[src/rtl/serv_rf_pkg.sv]
// +--------------------------------------------------------------------+
// | serv_rf_pkg - shared types, FSM encodings and sizing helpers        |
// | Rev 1.0                                                            |
// +--------------------------------------------------------------------+
`default_nettype none

package serv_rf_pkg;

  localparam int XLEN = 32;

  typedef enum logic {
    CTR_IDLE = 1'b0,
    CTR_RUN  = 1'b1
  } ctr_state_t;

  localparam ctr_state_t R_IDLE = CTR_IDLE;
  localparam ctr_state_t R_RUN  = CTR_RUN;
  localparam ctr_state_t W_IDLE = CTR_IDLE;
  localparam ctr_state_t W_RUN  = CTR_RUN;

  function automatic bit legal_w(input int w);
    return (w == 1) || (w == 2) || (w == 4) || (w == 8) || (w == 16) || (w == 32);
  endfunction

  function automatic bit legal_nregs(input int n);
    return (n == 16) || (n == 32);
  endfunction

  function automatic int beats_of(input int w);
    return XLEN / w;
  endfunction

  function automatic int cnt_width(input int w);
    return (XLEN / w > 1) ? $clog2(XLEN / w) : 1;
  endfunction

  // Nonzero and inside the implemented register range (bit 4 absent for RV32E).
  function automatic logic reg_ok(input logic [4:0] idx, input int nregs);
    return (idx != 5'd0) && ((nregs == 32) || !idx[4]);
  endfunction

endpackage

`default_nettype wire

[src/rtl/serv_rf_beat_ctr.sv]
// +--------------------------------------------------------------------+
// | serv_rf_beat_ctr - idle/run FSM with beat counter for one stream    |
// | Rev 1.0                                                            |
// +--------------------------------------------------------------------+
`default_nettype none

module serv_rf_beat_ctr
  import serv_rf_pkg::*;
#(
  parameter int BEATS = 32,
  parameter int CW    = 5
) (
  input  logic          clk,
  input  logic          rst_n,
  input  logic          start,
  input  logic          advance,
  output ctr_state_t    state,
  output logic [CW-1:0] cnt,
  output logic          last
);

  ctr_state_t    state_next;
  logic [CW-1:0] cnt_next;

  assign last = (state == CTR_RUN) && (cnt == CW'(BEATS - 1));

  always_ff @(posedge clk or negedge rst_n) begin
    if (!rst_n) begin
      state <= CTR_IDLE;
      cnt   <= '0;
    end else begin
      state <= state_next;
      cnt   <= cnt_next;
    end
  end

  always_comb begin
    state_next = state;
    cnt_next   = cnt;
    case (state)
      CTR_IDLE: begin
        if (start) begin
          state_next = CTR_RUN;
          cnt_next   = '0;
        end
      end
      CTR_RUN: begin
        if (advance) begin
          if (last) begin
            state_next = CTR_IDLE;
            cnt_next   = '0;
          end else begin
            cnt_next = cnt + 1'b1;
          end
        end
      end
      default: begin
        state_next = CTR_IDLE;
        cnt_next   = '0;
      end
    endcase
  end

endmodule

`default_nettype wire

[src/rtl/serv_rf_stream.sv]
// +--------------------------------------------------------------------+
// | serv_rf_stream - W-bit serial register file, 2 read / 1 write stream|
// | Optional feature macro: SERV_RF_BYPASS_EN (write-to-read forwarding)|
// | Rev 1.0                                                            |
// +--------------------------------------------------------------------+
`default_nettype none

module serv_rf_stream
  import serv_rf_pkg::*;
#(
  parameter int W     = 1,
  parameter int NREGS = 32
) (
  input  logic         i_clk,
  input  logic         i_rst_n,
  input  logic         i_rreq,
  input  logic [4:0]   i_rs1_addr,
  input  logic [4:0]   i_rs2_addr,
  output logic         o_rvalid,
  output logic         o_rlast,
  output logic [W-1:0] o_rs1,
  output logic [W-1:0] o_rs2,
  input  logic         i_wreq,
  input  logic [4:0]   i_rd_addr,
  input  logic         i_rd_valid,
  input  logic [W-1:0] i_rd,
  output logic         o_wbusy,
  output logic         o_wdone
);

  localparam int BEATS = beats_of(W);
  localparam int CW    = cnt_width(W);
  localparam int RW    = $clog2(NREGS);
  localparam int DEPTH = NREGS * BEATS;
  localparam int AW    = $clog2(DEPTH);

  if (!legal_w(W) || !legal_nregs(NREGS)) begin : g_bad_param
    $error("serv_rf_stream: illegal W=%0d or NREGS=%0d", W, NREGS);
  end

  ctr_state_t    rd_state;
  ctr_state_t    wr_state;
  logic [CW-1:0] rd_cnt;
  logic [CW-1:0] wr_cnt;
  logic          rd_last;
  logic          wr_last;
  logic          rd_start;
  logic          wr_start;
  logic          rd_run;
  logic          wr_run;
  logic          wr_beat;
  logic          wr_store;
  logic [4:0]    rs1_q;
  logic [4:0]    rs2_q;
  logic [4:0]    rd_q;
  logic          wdone_q;
  logic [AW-1:0] raddr1;
  logic [AW-1:0] raddr2;
  logic [AW-1:0] waddr;
  logic [W-1:0]  rs1_beat;
  logic [W-1:0]  rs2_beat;
  logic [W-1:0]  mem [DEPTH];

  assign rd_start = i_rreq && (rd_state == R_IDLE);
  assign wr_start = i_wreq && (wr_state == W_IDLE);
  assign rd_run   = (rd_state == R_RUN);
  assign wr_run   = (wr_state == W_RUN);
  assign wr_beat  = wr_run && i_rd_valid;
  // x0 and out-of-range beats still advance the stream, they just never land.
  assign wr_store = wr_beat && reg_ok(rd_q, NREGS);

  serv_rf_beat_ctr #(
    .BEATS (BEATS),
    .CW    (CW)
  ) u_rd_ctr (
    .clk     (i_clk),
    .rst_n   (i_rst_n),
    .start   (rd_start),
    .advance (1'b1),
    .state   (rd_state),
    .cnt     (rd_cnt),
    .last    (rd_last)
  );

  serv_rf_beat_ctr #(
    .BEATS (BEATS),
    .CW    (CW)
  ) u_wr_ctr (
    .clk     (i_clk),
    .rst_n   (i_rst_n),
    .start   (wr_start),
    .advance (i_rd_valid),
    .state   (wr_state),
    .cnt     (wr_cnt),
    .last    (wr_last)
  );

  always_ff @(posedge i_clk or negedge i_rst_n) begin
    if (!i_rst_n) begin
      rs1_q   <= '0;
      rs2_q   <= '0;
      rd_q    <= '0;
      wdone_q <= 1'b0;
    end else begin
      if (rd_start) begin
        rs1_q <= i_rs1_addr;
        rs2_q <= i_rs2_addr;
      end
      if (wr_start) begin
        rd_q <= i_rd_addr;
      end
      wdone_q <= wr_last && i_rd_valid;
    end
  end

  if (BEATS > 1) begin : g_multi_beat
    assign waddr  = {rd_q[RW-1:0], wr_cnt};
    assign raddr1 = {rs1_q[RW-1:0], rd_cnt};
    assign raddr2 = {rs2_q[RW-1:0], rd_cnt};
  end else begin : g_single_beat
    assign waddr  = rd_q[RW-1:0];
    assign raddr1 = rs1_q[RW-1:0];
    assign raddr2 = rs2_q[RW-1:0];
  end

  always_ff @(posedge i_clk) begin
    if (wr_store) begin
      mem[waddr] <= i_rd;
    end
  end

  always_comb begin
    rs1_beat = mem[raddr1];
    rs2_beat = mem[raddr2];
`ifdef SERV_RF_BYPASS_EN
    // Register-validity is applied at the output mux, so only the match is needed here.
    if (wr_beat && rd_run && (rd_cnt == wr_cnt)) begin
      if (rs1_q == rd_q) rs1_beat = i_rd;
      if (rs2_q == rd_q) rs2_beat = i_rd;
    end
`endif
  end

  assign o_rs1    = (rd_run && reg_ok(rs1_q, NREGS)) ? rs1_beat : '0;
  assign o_rs2    = (rd_run && reg_ok(rs2_q, NREGS)) ? rs2_beat : '0;
  assign o_rvalid = rd_run;
  assign o_rlast  = rd_last;
  assign o_wbusy  = wr_run;
  assign o_wdone  = wdone_q;

endmodule

`default_nettype wire

[config.mk]
export PLATFORM = sky130hd
export DESIGN_NAME = serv_rf_stream
export DESIGN_NICKNAME = d
export VERILOG_FILES = /design/src/rtl/serv_rf_pkg.sv /design/src/rtl/serv_rf_beat_ctr.sv /design/src/rtl/serv_rf_stream.sv
export SDC_FILE = /design/constraint.sdc
export NUM_CORES = 1
export LEC_CHECK = 0
export CORE_AREA = 3 3 397 242
export CTS_CLUSTER_DIAMETER = 60
export DETAILED_ROUTE_END_ITERATION = 10
export DIE_AREA = 0 0 400 245
export SYNTH_ARGS = -nofsm -noshare
export SYNTH_HDL_FRONTEND = slang
export SYNTH_HIERARCHICAL = 1
export SYNTH_SLANG_ARGS = --single-unit
[constraint.sdc]
create_clock -name i_clk -period 9.3 [get_ports i_clk]
set_input_delay 1.86 -clock i_clk [delete_from_list [all_inputs] [get_ports i_clk]]
set_output_delay 1.86 -clock i_clk [all_outputs]
set_load 0.1 [all_outputs]
==> impl_metrics.json, run 1 <==
{
  "syn-cell-area_mm2": 0.04518,
  "synthCells": 3237,
  "yosysUniqueCellTypes": 74,
  "reg2reg_depth": 8,
  "r2r-start": "rd_q[3]",
  "fin_nets": 3151,
  "rrSetupSlack_ns": 5.59,
  "grt_overflow": 0,
  "post-route-min-period_ns": 8.290,
  "cp_max_fo": 76,
  "p_leak_nw": 14.70,
  "holdPathStages": 2,
  "synth_top_area_cell": "edfxtp_1",
  "num_vias": 28356,
  "crit_buf_inv": 2,
  "p_int_w": 0.008857,
  "ios": 27,
  "cts_setup_buffers": 0,
  "syn-num-nets": 3262,
  "setup_slack_ns": 1.010,
  "hold_viol_final": 0,
  "area_delta_synth_final_pct": 8.972,
  "cts_tree": "done",
  "drt_first_pass_iters": 5,
  "finalInstanceArea_mm2": 0.04924,
  "hold_path_class": "reg2reg",
  "fmax_ghz": 0.1206,
  "port_buffers": 26,
  "path_class": "reg2out",
  "cp_cell_sequence": "buf_12 -> nand3b_1 -> o22ai_1 -> a211o_1 -> a211oi_1 -> o311a_1 -> a32oi_1 -> a32oi_1 -> clkdlybuf4s50_1",
  "synth_area_leaders": "edfxtp_1 66%, mux4_2 9.2%, nor2_1 8.5%",
  "ys_warn_count": 6,
  "htreeDepth": 3,
  "drc": 0,
  "grt_antenna_before_repair": 2,
  "cp-start-kind": "flop",
  "powerDensity_mw_per_mm2": 275.6,
  "clk_latency_ns": 0.70,
  "synth_commonest_cells": "1,029 x nor2_1, 992 x edfxtp_1, 216 x clkbuf_1",
  "skew_ns": 0.02498,
  "ir_drop_mv": 0.1957,
  "clk_path_buf_depth": 3,
  "status": "complete, no violations",
  "switchingPower_w": 0.004714,
  "place_ws_ns": 1.956,
  "synth-main-ff-cell": "edfxtp_1",
  "yosysMostFrequentCell": "nor2_1",
  "post_cts_resized": 0,
  "path_delay_family": "compound AO/OA/AOI/OAI gates",
  "async_flop_share_pct": 2.745,
  "grt_pass1_wl_mm": 191.5,
  "netlist.area_leader.share_pct": 65.93,
  "cts.clk_slew.worst_paths_ns": 0.06,
  "max_stage_delay_ns": 1.30,
  "ant_nets": 0,
  "cp.required_ns": 7.44,
  "setup-tns-final_ns": 0,
  "whs_endpoint": "rs1_q[4]",
  "post-route-util_pct": 53.45,
  "setup_viol": 0,
  "cts_buffers": 94,
  "end_kind": "output pin",
  "grt_usage_pct": 27.38,
  "layout-drive-gt1-share_pct": 16.34,
  "initial_utilization_pct": 49.05,
  "dpl-instance-area_mm2": 0.04614,
  "power_switching_share_pct": 34.73,
  "die_y_um": 245,
  "rsz0062_at_grt": "false",
  "avgRoutedWirePerCell_um": 30.10,
  "ys_ff_latch": 1020,
  "finalCritPeriodShare_pct": 89.14,
  "synth_edf_count": 992,
  "slew_viol_final": 0,
  "grt_pass1_vias": 27138,
  "hold_slack_ns": 0.6100,
  "vias_per_cell": 6.389,
  "cts.sinks": 1020,
  "grt_max_degree": 277,
  "path_common_cell": "a32oi_1",
  "synth.avg_cell_area_um2": 13.96,
  "fp.coreArea_mm2": 0.09211,
  "clockRootBuffer": "clkbuf_16",
  "pwr-share-seq_pct": 40.5,
  "hp-start": "rs1_q[4]",
  "crit_slowest_cell": "clkdlybuf4s50_1",
  "arrival_ns": 6.43,
  "cts_hold_buf": 0,
  "gp_congestion": 0.8408,
  "diodes": 0,
  "max-slew-margin-rel_pct": 10.81,
  "rows": 86,
  "die_area_mm2": 0.09800,
  "r2r-end": "mem[690]",
  "wl_mm": 133.6,
  "pwr-share-clk_pct": 29.2,
  "hpwlAfterDp_mm": 72.47,
  "drtIter0Drc": 4515,
  "tightest_slew_ns": 1.335,
  "die_x_um": 400,
  "p_comb_share_pct": 30.3,
  "cap_violations": 0,
  "ys_seq_area_share_pct": 67.48
}
-- kinds of logic after synthesis --
kind of cell               share of synthesized area [%]
and+or+nand+nor                                    11.35
DFF                                                67.48
muxes                                              13.28
buffers and inverters                              3.597
AOI/OAI and AO/OA                                  4.137
adders and majority gates                         0.1108
xor gates and xnor gates                         0.03878
other                                           0.008300
-- power groups by stage --
| stage | Combinational, W | Sequential [W] | Clock [W] |
|---|---|---|---|
| after floorplan | 0.00305 | 0.00529 | 0 |
| after global placement | 0.00403 | 0.00557 | 0 |
| after detailed placement | 0.00406 | 0.00558 | 0 |
| after CTS | 0.00407 | 0.00548 | 0.00401 |
| after global routing | 0.00433 | 0.00551 | 0.00417 |
| final | 0.00412 | 0.00549 | 0.00396 |
-- state kept, by name (all words and copies together), names as in the netlist --
| register | flops |
|---|---|
| mem | 992 |
| o_wdone | 1 |
| rd_q | 5 |
| rs1_q | 5 |
| rs2_q | 5 |
| u_rd_ctr/cnt | 5 |
| u_rd_ctr/state | 1 |
| u_wr_ctr/cnt | 5 |
| u_wr_ctr/state | 1 |
-- how the worst max path moves through the flow --
| stage | startpoint | to | slack (ns) | cells after the start |
|---|---|---|---|---|
| after floorplan | u_rd_ctr/cnt[0] | o_rs2 | 3.63 | 11 |
| after global placement | u_rd_ctr/cnt[1] | o_rs1 | 1.90 | 9 |
| after detailed placement | u_rd_ctr/cnt[1] | o_rs1 | 1.96 | 9 |
| after CTS | u_rd_ctr/cnt[1] | o_rs1 | 1.11 | 9 |
| after global routing | u_rd_ctr/cnt[0] | o_rs1 | 0.83 | 10 |
| final | u_rd_ctr/cnt[1] | o_rs1 | 1.01 | 9 |
-- through the flow --
step                      power, W  cells
after floorplan           0.008339   3237
after global placement    0.009601   4262
after detailed placement  0.009642   4262
after CTS                  0.01356   4438
after global routing       0.01401   4438
final                      0.01357   4438
-- metal layers --
layer	vias to the layer above	track usage, %	routed length [um]
li1	11647	-	-
met1	14894	42.74	56800
met2	1621	39.59	58220
met3	194	5.372	15510
met4	0	6.582	3058
met5	-	0	0
-- cells in the final DEF (no fill, tap or decap), types with 6 or more instances in the layout --
cell type        synthesis  final
a211oi_1                 6      6
a21oi_1                 28     28
a221oi_1                26     26
a221oi_2                 6      6
a22o_1                   6      6
a22oi_1                 55     55
a31oi_1                  9      9
a32oi_1                  6      6
and2_1                   9      9
and3_1                  12     12
buf_12                   4      6
buf_4                   29     67
bufinv_16                0     10
clkbuf_1               216     16
clkbuf_16                0     97
clkdlybuf4s50_1          0     24
clkinv_1                 2     20
clkinv_2                 0     24
dfrtp_1                 28     23
edfxtp_1               992    992
inv_1                   11     11
mux2_2                  55     55
mux2i_1                120    120
mux4_2                 185    185
nand2_1                119     87
nand2_2                  0     32
nand2b_1                12     12
nand3_1                 32     30
nand3b_1                 7      7
nor2_1                1029   1029
nor2b_1                 18     14
nor3_1                  10     10
o211ai_1                16     16
o21ai_0                 36     36
o221ai_1                 6      6
o22ai_1                 14     14
-- final cells by class --
cell class | count | area (um2)
clock inverters | 59 | 541.8
inverters | 15 | 56.30
fillers | 7593 | 42870
repair buffers | 99 | 883.3
clock buffers | 117 | 2542
flip-flops and latches | 1020 | 30500
well taps | 1232 | 1541
multi-input cells | 1896 | 13170
-- worst reg2reg max path, delay by kind of cell (launching register included) --
| family | cells | cell delay [ns] |
|---|---|---|
| flops | 1 | 0.63 |
| simple gates | 7 | 2.25 |
| buf+inv | 1 | 0.51 |
Power figures use the tool's default switching activity.
==> run 2, diff against run 1 <==
--- a/config.mk
+++ b/config.mk
@@ -9,6 +9,7 @@
 export CTS_CLUSTER_DIAMETER = 60
 export DETAILED_ROUTE_END_ITERATION = 10
 export DIE_AREA = 0 0 400 245
+export SLEW_MARGIN = 30
 export SYNTH_ARGS = -nofsm -noshare
 export SYNTH_HDL_FRONTEND = slang
 export SYNTH_HIERARCHICAL = 1
==> impl_metrics.json, run 2 (synthesis results as in run 1) <==
{
  "die_y_um": 245,
  "r2r-start": "rd_q[3]",
  "grt_usage_pct": 27.33,
  "clk_latency_ns": 0.70,
  "final_cell_mix": "1,029 x nor2_1, 992 x edfxtp_1, 185 x mux4_2, 120 x mux2i_1, 96 x clkbuf_16",
  "skew_ns": 0.01892,
  "crit_start": "u_rd_ctr/cnt[2]",
  "grt_max_degree": 277,
  "wl_mm": 133.1,
  "hold_slack_ns": 0.6042,
  "cp_max_fo": 44,
  "r2r-end": "mem[690]",
  "cap_violations": 0,
  "area_delta_synth_final_pct": 9.205,
  "rows": 86,
  "cts.clk_slew.worst_paths_ns": 0.07,
  "cts_tree": "done",
  "cts_setup_buffers": 0,
  "initial_utilization_pct": 49.05,
  "cts_buffers": 95,
  "layout-drive-gt1-share_pct": 16.75,
  "max-slew-margin-rel_pct": 32.89,
  "slew_viol_final": 0,
  "drt_first_pass_iters": 5,
  "drtIter0Drc": 4461,
  "post_cts_resized": 0,
  "ios": 27,
  "die_x_um": 400,
  "post-route-min-period_ns": 7.335,
  "htreeDepth": 3,
  "die_area_mm2": 0.09800,
  "port_buffers": 26,
  "clockRootBuffer": "clkbuf_16",
  "p_leak_nw": 14.71,
  "cts.sinks": 1020,
  "holdPathStages": 2,
  "cp.required_ns": 7.44,
  "cp-start-kind": "flop",
  "setup_viol": 0,
  "regMostFlops": "mem",
  "clk_path_buf_depth": 3,
  "grt_overflow": 0,
  "arrival_ns": 5.48,
  "end_kind": "output pin",
  "fin_nets": 3157,
  "hold_path_class": "reg2reg",
  "largest_reg_flops": 992,
  "cts_hold_buf": 0,
  "avgRoutedWirePerCell_um": 29.93,
  "grt_pass1_vias": 27011,
  "rsz0062_at_grt": "false",
  "hpwlAfterDp_mm": 72.88,
  "gp_congestion": 0.8408,
  "whs_endpoint": "rs1_q[4]",
  "fp.coreArea_mm2": 0.09211,
  "vias_per_cell": 6.301,
  "path_class": "reg2out",
  "grt_pass1_wl_mm": 189.9,
  "ant_nets": 0,
  "layout_commonest_cell": "nor2_1",
  "tightest_slew_ns": 1.007,
  "dpl-instance-area_mm2": 0.04625,
  "num_vias": 28019,
  "ir_drop_mv": 0.1600,
  "instances_no_fill": 4447,
  "placedCellCount": 4265,
  "grt_antenna_before_repair": 4,
  "fmax_ghz": 0.1363,
  "finalInstanceArea_mm2": 0.04934,
  "status": "complete, no violations",
  "hp-start": "rs1_q[4]",
  "hold_viol_final": 0,
  "setup-tns-final_ns": 0,
  "powerDensity_mw_per_mm2": 273.6,
  "finalCritPeriodShare_pct": 78.88,
  "reg2reg_depth": 8,
  "rrSetupSlack_ns": 5.62,
  "drc": 0
}
run 2: metrics by stage:
| step | utilization [%] | setup slack [ns] | total power, W |
|---|---|---|---|
| 4_1_cts | 53.48 | 2.119 | 0.01349 |
| 2_1_floorplan | - | 3.630 | 0.008339 |
| 3_3_place_gp | 50.10 | 1.898 | 0.009601 |
| 5_1_grt | 53.56 | 1.872 | 0.01398 |
| 3_5_place_dp | 50.21 | 2.902 | 0.009666 |
| 6_report | 53.57 | 1.965 | 0.01350 |
run 2: layout make-up:
class / count / area (um2)
Multi-Input combinational cell: 1896 / 13220
Antenna cell: 3 / 7.507
Timing Repair Buffer: 104 / 1002
Clock buffer: 128 / 2552
Inverter: 15 / 56.30
Sequential cell: 1020 / 30500
Fill cell: 7560 / 42770
Clock inverter: 49 / 454.2
Tap cell: 1232 / 1541
run 2: worst max-delay path by stage:
stage,cells after the start,endpoint
final,10,o_rs1
after global routing,10,o_rs1
after CTS,10,o_rs1
after detailed placement,10,o_rs1
after global placement,9,o_rs1
after floorplan,11,o_rs2
run 2: metal layers:
layer | routed length [um] | part of all wire (%) | track usage (%) | up-vias
met5 | 0 | 0 | 0 | -
met4 | 3515 | 2.6 | 6.755 | 0
met3 | 17700 | 13 | 8.396 | 213
met2 | 56990 | 43 | 38.73 | 1677
met1 | 54910 | 41 | 41.22 | 14470
li1 | - | - | - | 11659
run 2: report_power, final:
group / total (W) / internal, W / switching [W]
combinational: 0.00423 / 0.00155 / 0.00268
clock: 0.00386 / 0.00213 / 0.00174
sequential: 0.00541 / 0.00511 / 0.000299
total: 0.0135 / 0.00878 / 0.00472
run 2: critical path, stage by stage (launching register included):
cell	delay [ns]
dfrtp_4	0.93
buf_4	0.72
mux4_2	0.35
mux2i_1	0.08
a22oi_1	0.73
and3_1	0.26
a31oi_1	0.04
a21oi_1	0.18
o221ai_1	0.23
a32oi_1	0.58
buf_2	0.56
